==> config.mk <==
export PLATFORM = sky130hd
export DESIGN_NAME = ahb_cache_miss_arbiter
export DESIGN_NICKNAME = d
export VERILOG_FILES = /design/src/rtl/ahb_cache_miss_arbiter.sv
export SDC_FILE = /design/constraint.sdc
export NUM_CORES = 1
export LEC_CHECK = 0
export ABC_AREA = 1
export BUFFER_PORTS_ARGS = -buffer_cell sky130_fd_sc_hd__buf_2
export CORE_MARGIN = 2
export CORE_UTILIZATION = 40
export CTS_CLUSTER_SIZE = 30
export DETAILED_ROUTE_END_ITERATION = 10
export GPL_ROUTABILITY_DRIVEN = 0
export PLACE_DENSITY = 0.75
export SYNTH_ARGS = -nofsm -noshare
export SYNTH_HDL_FRONTEND = slang
export SYNTH_SLANG_ARGS = --single-unit
==> constraint.sdc <==
create_clock -name clk -period 1.25 [get_ports clk]
set_input_delay 0 -clock clk [delete_from_list [all_inputs] [get_ports clk]]
set_output_delay 0 -clock clk [all_outputs]
set_load 0.05 [all_outputs]
==> src/rtl/ahb_cache_miss_arbiter.sv <==
// Two-port read-only AHB arbiter merging cache-miss requests onto one downstream bus.
// Each port buffers its address phase, waits for a grant, then relays the data phase.
module ahb_cache_miss_arbiter #(
  parameter int W_ADDR      = 32,
  parameter int W_DATA      = 32,
  parameter int ROUND_ROBIN = 1
) (
  input  logic              clk,
  input  logic              rst_n,

  input  logic              src0_hready,
  output logic              src0_hready_resp,
  output logic              src0_hresp,
  input  logic [W_ADDR-1:0] src0_haddr,
  input  logic [1:0]        src0_htrans,
  input  logic [2:0]        src0_hsize,
  input  logic [3:0]        src0_hprot,
  output logic [W_DATA-1:0] src0_hrdata,

  input  logic              src1_hready,
  output logic              src1_hready_resp,
  output logic              src1_hresp,
  input  logic [W_ADDR-1:0] src1_haddr,
  input  logic [1:0]        src1_htrans,
  input  logic [2:0]        src1_hsize,
  input  logic [3:0]        src1_hprot,
  output logic [W_DATA-1:0] src1_hrdata,

  input  logic              dst_hready_resp,
  output logic              dst_hready,
  input  logic              dst_hresp,
  output logic [W_ADDR-1:0] dst_haddr,
  output logic [1:0]        dst_htrans,
  output logic [2:0]        dst_hsize,
  output logic [3:0]        dst_hprot,
  input  logic [W_DATA-1:0] dst_hrdata,
  output logic              dst_hwrite,
  output logic [2:0]        dst_hburst,
  output logic              dst_hmastlock,
  output logic [W_DATA-1:0] dst_hwdata
);

  typedef enum logic [1:0] {
    S_IDLE = 2'd0,
    S_WAIT = 2'd1,
    S_DATA = 2'd2
  } port_state_t;

  localparam logic [1:0] HTRANS_IDLE   = 2'b00;
  localparam logic [1:0] HTRANS_NONSEQ = 2'b10;

  port_state_t       state      [2];
  port_state_t       state_next [2];
  logic [W_ADDR-1:0] buf_addr   [2];
  logic [2:0]        buf_size   [2];
  logic [3:0]        buf_prot   [2];

  logic [W_ADDR-1:0] src_haddr [2];
  logic [2:0]        src_hsize [2];
  logic [3:0]        src_hprot [2];
  logic [1:0]        src_hready;
  logic [1:0]        src_req;
  logic [1:0]        ready_resp;
  logic [1:0]        capture;
  logic [1:0]        in_wait;
  logic [1:0]        in_data;

  logic grant;
  logic hold_valid;
  logic hold_grant;
  logic last_grant;
  logic err_drop;
  logic accept;
  logic unused_htrans_bits;

  assign src_haddr[0] = src0_haddr;
  assign src_haddr[1] = src1_haddr;
  assign src_hsize[0] = src0_hsize;
  assign src_hsize[1] = src1_hsize;
  assign src_hprot[0] = src0_hprot;
  assign src_hprot[1] = src1_hprot;
  assign src_hready   = {src1_hready, src0_hready};
  assign src_req      = {src1_htrans[1], src0_htrans[1]};

  // Only NONSEQ vs IDLE matters to a miss port; the SEQ/BUSY bit is ignored.
  assign unused_htrans_bits = &{1'b0, src0_htrans[0], src1_htrans[0]};

  always_comb begin
    for (int i = 0; i < 2; i++) begin
      in_wait[i]    = (state[i] == S_WAIT);
      in_data[i]    = (state[i] == S_DATA);
      ready_resp[i] = (state[i] == S_IDLE) ? 1'b1 :
                      (state[i] == S_DATA) ? dst_hready_resp : 1'b0;
      capture[i]    = src_hready[i] && src_req[i] && ready_resp[i];
    end
  end

  // An erroring data phase forces IDLE on the address bus for both error cycles.
  assign err_drop = (|in_data) && dst_hresp;

  always_comb begin
    grant = 1'b0;
    if (hold_valid) begin
      grant = hold_grant;
    end else if (in_wait[0] && in_wait[1]) begin
      grant = (ROUND_ROBIN != 0) ? ~last_grant : 1'b0;
    end else if (in_wait[1]) begin
      grant = 1'b1;
    end
  end

  assign dst_htrans = ((|in_wait) && !err_drop) ? HTRANS_NONSEQ : HTRANS_IDLE;
  assign dst_hready = dst_hready_resp;
  assign accept     = dst_htrans[1] && dst_hready_resp;

  assign dst_haddr = buf_addr[grant];
  assign dst_hsize = buf_size[grant];
  assign dst_hprot = buf_prot[grant];

  assign dst_hwrite    = 1'b0;
  assign dst_hburst    = 3'b000;
  assign dst_hmastlock = 1'b0;
  assign dst_hwdata    = '0;

  assign src0_hready_resp = ready_resp[0];
  assign src1_hready_resp = ready_resp[1];
  assign src0_hresp       = in_data[0] ? dst_hresp : 1'b0;
  assign src1_hresp       = in_data[1] ? dst_hresp : 1'b0;
  assign src0_hrdata      = dst_hrdata;
  assign src1_hrdata      = dst_hrdata;

  // A completing data phase may immediately re-queue when the port captures again.
  always_comb begin
    for (int i = 0; i < 2; i++) begin
      state_next[i] = state[i];
      case (state[i])
        S_IDLE: if (capture[i]) state_next[i] = S_WAIT;
        S_WAIT: if (accept && (grant == 1'(i))) state_next[i] = S_DATA;
        S_DATA: if (dst_hready_resp) state_next[i] = capture[i] ? S_WAIT : S_IDLE;
        default: state_next[i] = S_IDLE;
      endcase
    end
  end

  always_ff @(posedge clk or negedge rst_n) begin
    if (!rst_n) begin
      for (int i = 0; i < 2; i++) begin
        state[i]    <= S_IDLE;
        buf_addr[i] <= '0;
        buf_size[i] <= '0;
        buf_prot[i] <= '0;
      end
    end else begin
      for (int i = 0; i < 2; i++) begin
        state[i] <= state_next[i];
        if (capture[i]) begin
          buf_addr[i] <= src_haddr[i];
          buf_size[i] <= src_hsize[i];
          buf_prot[i] <= src_hprot[i];
        end
      end
    end
  end

  // A stalled NONSEQ pins the grant so the downstream address stays stable.
  always_ff @(posedge clk or negedge rst_n) begin
    if (!rst_n) begin
      hold_valid <= 1'b0;
      hold_grant <= 1'b0;
      last_grant <= 1'b1;
    end else begin
      hold_valid <= dst_htrans[1] && !dst_hready_resp;
      hold_grant <= grant;
      if (accept) last_grant <= grant;
    end
  end

endmodule

==> results of run 1 <==
[placed cells by master (no fill, tap or decap), types with 2 or more instances in the layout]
cell type and n:
inv_2 2, nand2_1 92, buf_12 14, nand3_1 3, inv_1 82, inv_4 4
diode_2 2, nand2_4 50, dfrtp_1 84, nand3_2 3, clkbuf_16 22, bufinv_16 2
buf_6 17, buf_16 5, clkbuf_1 2, o21ai_1 23, nand2_2 68, o21ai_2 55
nand3_4 4, a21oi_4 2, conb_1 38, buf_2 85, buf_8 51, buf_4 6
dlygate4sd3_1 80, nor2_2 2, clkinvlp_4 2
[worst max-delay path by stage]
| stage | start | to | slack (ns) | cells after the start |
|---|---|---|---|---|
| final | last_grant | dst_haddr[20] | -0.46 | 8 |
| after global routing | last_grant | dst_haddr[20] | -0.53 | 8 |
| after CTS | last_grant | dst_haddr[11] | -0.46 | 8 |
| after detailed placement | last_grant | dst_haddr[11] | -0.19 | 8 |
| after global placement | last_grant | dst_haddr[23] | -0.17 | 8 |
| after floorplan | state[3] | buf_addr[58] | -0.22 | 6 |
[power groups by stage]
| stage | clock network (uW) | logic [uW] | registers, uW |
|---|---|---|---|
| after global placement | 0 | 11100 | 4780 |
| after global routing | 3070 | 18700 | 5470 |
| final | 2890 | 17900 | 5340 |
| after detailed placement | 0 | 11200 | 4820 |
| after CTS | 2920 | 14800 | 4810 |
| after floorplan | 0 | 9420 | 4690 |
[logic make-up (layout without fill, tap and decap cells)]
logic type | after synthesis | in the layout | synth area share
AOI/OAI and AO/OA | 81 | 81 | 0.0905
buffers and inverters | 216 | 376 | 0.271
DFF | 85 | 85 | 0.450
other | 1 | 40 | 0.000793
and+or+nand+nor | 223 | 223 | 0.187
[state kept, by name, indices dropped and copies added, names as in the netlist]
name and cells:
hold_grant 1, hold_valid 1, buf_addr 64, last_grant 1, state 4, buf_prot 8
buf_size 6
[layer usage]
metal	GRT usage	wire (um)	part of all wire	vias to the layer above
met5	0	0	0	-
met4	0.0829	651	0.037	0
met3	0.0621	1160	0.066	63
met2	0.403	9330	0.54	267
met1	0.236	6270	0.36	2204
li1	-	-	-	2077
[stage by stage]
stage	hold WS, ns	cell area (sq um)	util	total power (uW)
floorplan	-0.296	5040	-	14100
global placement	-0.0562	5140	0.448	15800
detailed placement	-0.0557	5140	0.448	16000
CTS	0.000497	7060	0.616	22600
global route	0.000117	8190	0.715	27200
finish	0.0000216	8190	0.715	26100
[repair_timing]
| action | 4_1_cts | 5_1_grt |
|---|---|---|
| buffers inserted | 8 | 16 |
| pin swaps | 3 | 6 |
| endpoints found under the hold margin | 163 | 0 |
| hold buffers | 80 | 0 |
| cloned | 8 | 19 |
| gates resized for setup | 175 | 231 |
| endpoints found under the setup margin | 119 | 127 |
[layout make-up]
type,instances,area share
clock buffers,11,0.0284
diodes,2,0.000611
inverters,89,0.0429
multi-input cells,342,0.274
clock inverters,5,0.0102
repair buffers,271,0.363
well taps,143,0.0218
flip-flops and latches,85,0.260
==> flow_summary.ini, run 1 <==
[synth]
synthCells = 606
synth-seq-cells = 85
synth.distinct_cells = 22
yosysMostFrequentCell = nand2_1
yosysSeqAreaShare = 0.450
synth_top_area_frac = 0.445
syn_area_per_cell_sq_um = 7.80
yosys.area.top_type = dfrtp_1
synth_ff_type = dfrtp_1
yosysWarnings = 0
synthTopCellsByArea = dfrtp_1 (44%), buf_4 (17%), nand2_1 (17%)
synthArstFlopShare = 1.00
synth_edf_count = 0
synth_area_sq_um = 4730
synthTopCellsByCount = nand2_1 (208), buf_4 (106), inv_1 (87), dfrtp_1 (84), o21ai_0 (48)

[critical_path]
crit_fanout = 6
r2r_cells = 8
critPathMostFrequentCell = nand2_2
crit_path_top_delay_cell = dfstp_2
start_kind = register
critPathTopFamily = flip-flops
r2r-end = buf_addr[57]
endpoint_kind = output pin
required_ns = 1.25
crit_arrival_ns = 1.71
reg2reg_slack_ns = -0.30
path_class = reg -> out
cp_num_buf_inv = 3
worstPathCellList = nand3_2 -> nand2_2 -> nand2_4 -> inv_8 -> buf_12 -> nand2_1 -> nand2_2 -> buf_8
cpPeakStageDelay_ns = 0.54
r2r_start = state[2]

[timing]
slew_violations = 0
fin_ws_ns = -0.460
skew_ns = 0.00886
setup_viol = 124
rsz0062_at_grt = yes
fmax_mhz = 585
finalSetupTns_ns = -34.62
finalCritPeriodShare = 1.37
final_hold_viol_count = 0
post-route-min-period_ns = 1.71

[grt]
antenna_found_initial = 2
grt_max_degree = 53
gr-usage-all-layers = 0.218
grt_overflow_total = 0
grt_pass1_wl_mm = 21.7
grt_pass1_vias = 4380

[floorplanning]
core.rowCount = 39
die_w_um = 113
core_area_sq_um = 11500
floorplan.die_area_sq_um = 12700
fp.dieH_um = 113
ios = 267
start_util = 0.412

[finish]
fill_cells = 758
multi_input_area_sq_um = 2240
area.sequential_sq_um = 2130
layout.cells.non_filler = 948
areaGrowthSynthToFinish_pct = 73.3
nNetsFinal = 918
drive_gt1_frac = 0.494

[hold_path]
holdPathEnd = src1_hrdata[2]
whs_path_depth = 0
hold_start = dst_hrdata[2]
hp-class = in -> out

[status]
status = finished with violations
violations = setup timing

[drt]
wl_mm = 17.4
drtIter0Drc = 294
viasPerCell = 4.86
final_antenna_net_count = 0
vias = 4611
drt-pass1-iter-count = 5
wl_per_cell_um = 18.4
post-route-drc-count = 0

[pwr]
power_frac_seq = 0.205
swShare = 0.486
ir_worst_vdd_v = 0.00272
p_switching_uw = 12700
leakage_uw = 0.00427
power.internal_uw = 13400
p_clk_frac = 0.111
power_density_nw_per_um2 = 3180
combPwrFrac = 0.685

[placement]
hpwlAfterDp_mm = 7.12
dp_cells = 807
io_buffers = 130
place_ws_ns = -0.192

[clock_network]
htreeDepth = 3
cts.clk_slew.worst_paths_ns = 0.06
clockRootBuffer = clkbuf_16
cts_tree = built
clk_latency_ns = 0.33
cts_buffers = 9
clockBufferDepth = 2
clock_sinks = 85

[flow_run]
drv_cap = 0
Power figures use the tool's default switching activity.
==> run 2: changes to the inputs <==
- SKIP_LAST_GASP: not set -> 1
==> flow_summary.ini, run 2 (synthesis results as in run 1) <==
[floorplanning]
core.rowCount = 39
start_util = 0.412
floorplan.die_area_sq_um = 12700
die_w_um = 113
core_area_sq_um = 11500
ios = 267
fp.dieH_um = 113

[drt]
wl_mm = 17.4
vias = 4570
wl_per_cell_um = 18.3
final_antenna_net_count = 0
drtIter0Drc = 188
viasPerCell = 4.83
post-route-drc-count = 0
drt-pass1-iter-count = 4

[finish]
fill_cells = 771
multi_input_area_sq_um = 2280
area.sequential_sq_um = 2130
final_cell_area_sq_um = 8190
largest_reg_flops = 64
drive_gt1_frac = 0.493
top_register = buf_addr
areaGrowthSynthToFinish_pct = 73.2
largestRegisters = buf_addr x64, buf_prot x8, buf_size x6
antennaDiodeCount = 0
final_common_cell = nand2_1
final_cell_mix = nand2_1 (90), buf_2 (85), dfrtp_1 (84), inv_1 (82), dlygate4sd3_1 (80)
nNetsFinal = 918

[clock_network]
htreeDepth = 3
clock_sinks = 85
clk_latency_ns = 0.34
clockRootBuffer = clkbuf_16
cts_buffers = 9
cts.clk_slew.worst_paths_ns = 0.06
clockBufferDepth = 2
cts_tree = built

[timing]
final_hold_viol_count = 0
finalCritPeriodShare = 1.37
skew_ns = 0.00857
rsz0062_at_grt = yes
slew_violations = 0
post-route-min-period_ns = 1.72
fin_ws_ns = -0.468
fmax_mhz = 582
setup_viol = 124

[status]
status = finished with violations
violations = setup timing

[flow_run]
drv_cap = 0

[pwr]
combPwrFrac = 0.680
total_power_uw = 25900
power.internal_uw = 13300
swShare = 0.487
p_clk_frac = 0.112
leakage_uw = 0.00428
p_switching_uw = 12600
power_density_nw_per_um2 = 3160
power_frac_seq = 0.208
ir_worst_vdd_v = 0.00280

[grt]
grt_pass1_vias = 4331
grt_overflow_total = 0
grt_max_degree = 53
gr-usage-all-layers = 0.215
grt_pass1_wl_mm = 21.5
antenna_found_initial = 0

[placement]
io_buffers = 130
place_area_sq_um = 5140
hpwlAfterDp_mm = 7.12

[critical_path]
r2r_start = state[2]
path_class = reg -> out
crit_fanout = 6
crit_arrival_ns = 1.72
r2r-end = buf_addr[52]
required_ns = 1.25
start_kind = register
reg2reg_slack_ns = -0.29
r2r_cells = 7
endpoint_kind = output pin

[hold_path]
hp-class = in -> out
hold_start = dst_hrdata[14]
whs_path_depth = 0
holdPathEnd = src0_hrdata[14]
-- run 2: cell types whose count changed in the layout (fill, tap and decap cells not counted), moves of 3 or more --
cell | previous run | this run
buf_6 | 17 | 28
buf_8 | 51 | 40
nand2_2 | 68 | 61
nand2_4 | 50 | 59
o21ai_1 | 23 | 26
o21ai_2 | 55 | 52
-- run 2: worst max path at each step --
stage / startpoint / depth (start not counted) / to / slack (ns)
after floorplan: state[3] / 6 / buf_addr[58] / -0.22
after global placement: last_grant / 8 / dst_haddr[23] / -0.17
final: state[1] / 10 / dst_haddr[15] / -0.47
after global routing: last_grant / 8 / dst_haddr[15] / -0.53
after detailed placement: last_grant / 8 / dst_haddr[11] / -0.19
after CTS: last_grant / 8 / dst_haddr[11] / -0.46
-- run 2: final cells by class --
cell class | instances | share of cell area
repair buffers | 271 | 0.358
multi-input cells | 342 | 0.278
flip-flops and latches | 85 | 0.260
inverters | 89 | 0.0429
clock buffers | 11 | 0.0284
well taps | 143 | 0.0218
clock inverters | 5 | 0.0102
-- run 2: stage by stage --
stage	std cells	hold slack (ns)	worst slack, ns	utilization	setup TNS [ns]
final	946	0.0000216	-0.468	0.714	-35.38
after global routing	946	0.000117	-0.530	0.714	-41.42
after CTS	919	0.000497	-0.459	0.608	-29.08
after detailed placement	807	-0.0557	-0.192	0.448	-8.80
after global placement	807	-0.0562	-0.171	0.448	-7.44
after floorplan	643	-0.296	-0.220	-	-11.48
-- run 2: power groups by stage --
stage	Sequential [uW]	Clock, uW	Combinational (uW)
floorplan	4690	0	9420
global placement	4780	0	11100
detailed placement	4820	0	11200
CTS	4790	2920	14200
global route	5540	3060	18400
finish	5390	2890	17600
-- run 2: worst max-delay path: stages, from the launching register on --
cell,delay (ns)
dfrtp_1,0.40
inv_1,0.08
nand2_2,0.06
nor2_2,0.10
nand2_2,0.07
nand2_4,0.12
inv_8,0.06
clkbuf_16,0.17
nand2_1,0.11
nand2_4,0.06
buf_8,0.15
-- run 2: what timing repair did --
item	4_1_cts	5_1_grt
setup endpoints to repair	119	127
gates resized for setup	142	258
hold endpoints to repair	163	0
cloned	8	20
pin swaps	3	8
hold buffers	80	0
setup buffers	8	15
-- run 2: metal layers --
metal | wire length, um | part of all wire | track usage
met1 | 6350 | 0.37 | 0.237
met4 | 588 | 0.034 | 0.0805
met5 | 0 | 0 | 0
met2 | 9420 | 0.54 | 0.396
met3 | 989 | 0.057 | 0.0546
==> run 3: changes to the inputs <==
- SETUP_SLACK_MARGIN: not set -> 0.05
==> flow_summary.ini, run 3 (synthesis results as in run 1) <==
[finish]
areaGrowthSynthToFinish_pct = 58.9
largest_reg_flops = 64
largestRegisters = buf_addr x64, buf_prot x8, buf_size x6
fill_cells = 847
nNetsFinal = 894
final_common_cell = nand2_1
layout.cells.non_filler = 922
final_util = 0.655
top_register = buf_addr
drive_gt1_frac = 0.378
final_cell_mix = nand2_1 (124), buf_2 (85), dfrtp_1 (84), inv_1 (80), dlygate4sd3_1 (80)

[floorplanning]
core_area_sq_um = 11500
die_w_um = 113
floorplan.die_area_sq_um = 12700
core.rowCount = 39
start_util = 0.412
fp.dieH_um = 113
ios = 267

[critical_path]
required_ns = 1.25
r2r_start = state[0]
r2r_cells = 8
r2r-end = buf_prot[0]
reg2reg_slack_ns = -0.27
cp-endpoint = dst_haddr[6]
start_kind = register
crit_fanout = 8
endpoint_kind = output pin
crit_path_start = state[1]
crit_arrival_ns = 1.74
path_class = reg -> out

[drt]
vias = 4235
wl_per_cell_um = 16.0
viasPerCell = 4.59
drt-pass1-iter-count = 4
drtIter0Drc = 176
final_antenna_net_count = 0
post-route-drc-count = 0
wl_mm = 14.8

[timing]
fmax_mhz = 575
setup_viol = 125
slew_violations = 0
rsz0062_at_grt = yes
fin_ws_ns = -0.490
skew_ns = 0.00499
finalCritPeriodShare = 1.39
final_hold_viol_count = 0
post-route-min-period_ns = 1.74

[clock_network]
clockBufferDepth = 2
clockRootBuffer = clkbuf_16
clock_sinks = 85
clk_latency_ns = 0.34
cts_buffers = 9
cts_tree = built
cts.clk_slew.worst_paths_ns = 0.06
htreeDepth = 3

[grt]
gr-usage-all-layers = 0.199
grt_pass1_vias = 4232
antenna_found_initial = 1
grt_overflow_total = 0
grt_pass1_wl_mm = 20.0
grt_max_degree = 86

[placement]
dp_cells = 806
place_ws_ns = -0.179
io_buffers = 130
hpwlAfterDp_mm = 6.71

[hold_path]
hp-class = in -> out

[pwr]
power_density_nw_per_um2 = 3420
ir_worst_vdd_v = 0.00290
leakage_uw = 0.00401

[flow_run]
drv_cap = 0

[status]
status = finished with violations
violations = setup timing
==> run 3: cell count changes in the layout (fill, tap and decap cells not counted), moves of 3 or more <==
cell and change:
inv_2 +5, o21ai_2 -49, buf_6 -3, clkbuf_16 -5
buf_16 -5, nand2_4 +3, nand2_2 -38, inv_4 -3
o21ai_0 +25, buf_12 -4, nand2_1 +34, o21ai_1 +24
buf_8 -9
==> run 3: how the worst min path moves through the flow <==
stage                 endpoint  depth (start not counted)           start
2_1_floorplan      buf_addr[0]                          0           rst_n
3_3_place_gp   src1_hrdata[21]                          0  dst_hrdata[21]
3_5_place_dp   src1_hrdata[21]                          0  dst_hrdata[21]
4_1_cts        src1_hrdata[21]                          0  dst_hrdata[21]
5_1_grt        src1_hrdata[16]                          0  dst_hrdata[16]
6_report       src1_hrdata[16]                          0  dst_hrdata[16]
==> run 3: report_power, final <==
group	total (uW)	leakage, uW	switching, uW	internal [uW]
Combinational	17500	0.00278	10400	7020
Sequential	5110	0.00106	1010	4100
Clock	3090	0.000172	1040	2050
==> run 3: layout make-up <==
type	count	area (sq um)	share of cell area
well taps	143	179	0.0238
diodes	1	2.50	0.000333
clock inverters	4	95.1	0.0127
inverters	89	349	0.0465
clock buffers	11	253	0.0336
multi-input cells	342	2070	0.275
flip-flops and latches	85	2130	0.283
repair buffers	247	2440	0.325
==> run 3: repair_timing <==
action,CTS,global route
setup endpoints to repair,127,128
hold buffers,80,0
gates cloned,0,12
pin swaps,4,10
gates resized for setup,127,110
setup buffers,3,7
hold endpoints to repair,163,0
==> run 3: worst max-delay path, stage by stage (launching register included) <==
cell	delay, ns
dfrtp_1	0.40
inv_2	0.07
nand2_4	0.06
nor2_4	0.10
nand2_4	0.08
nand2_8	0.12
clkinv_8	0.10
clkbuf_16	0.18
nand2_2	0.08
nand2_4	0.05
buf_8	0.15
==> run 3: metal layers <==
metal	vias up	GRT usage	part of all wire
met1	1996	0.206	0.36
met4	0	0.0902	0.031
met3	50	0.0568	0.053
met5	-	0	0
met2	173	0.371	0.55
li1	2016	-	-
==> run 3: through the flow <==
step / instance area (sq um) / hold slack (ns) / total power (uW) / TNS, ns
final: 7510 / 0.0000243 / 25700 / -30.30
after global routing: 7510 / 0.000127 / 26900 / -38.40
after CTS: 6830 / 0.000498 / 22400 / -18.99
after detailed placement: 5280 / 0.000498 / 16600 / -6.97
after global placement: 5280 / 0.000498 / 16400 / -5.60
after floorplan: 5190 / -0.296 / 14800 / -11.48
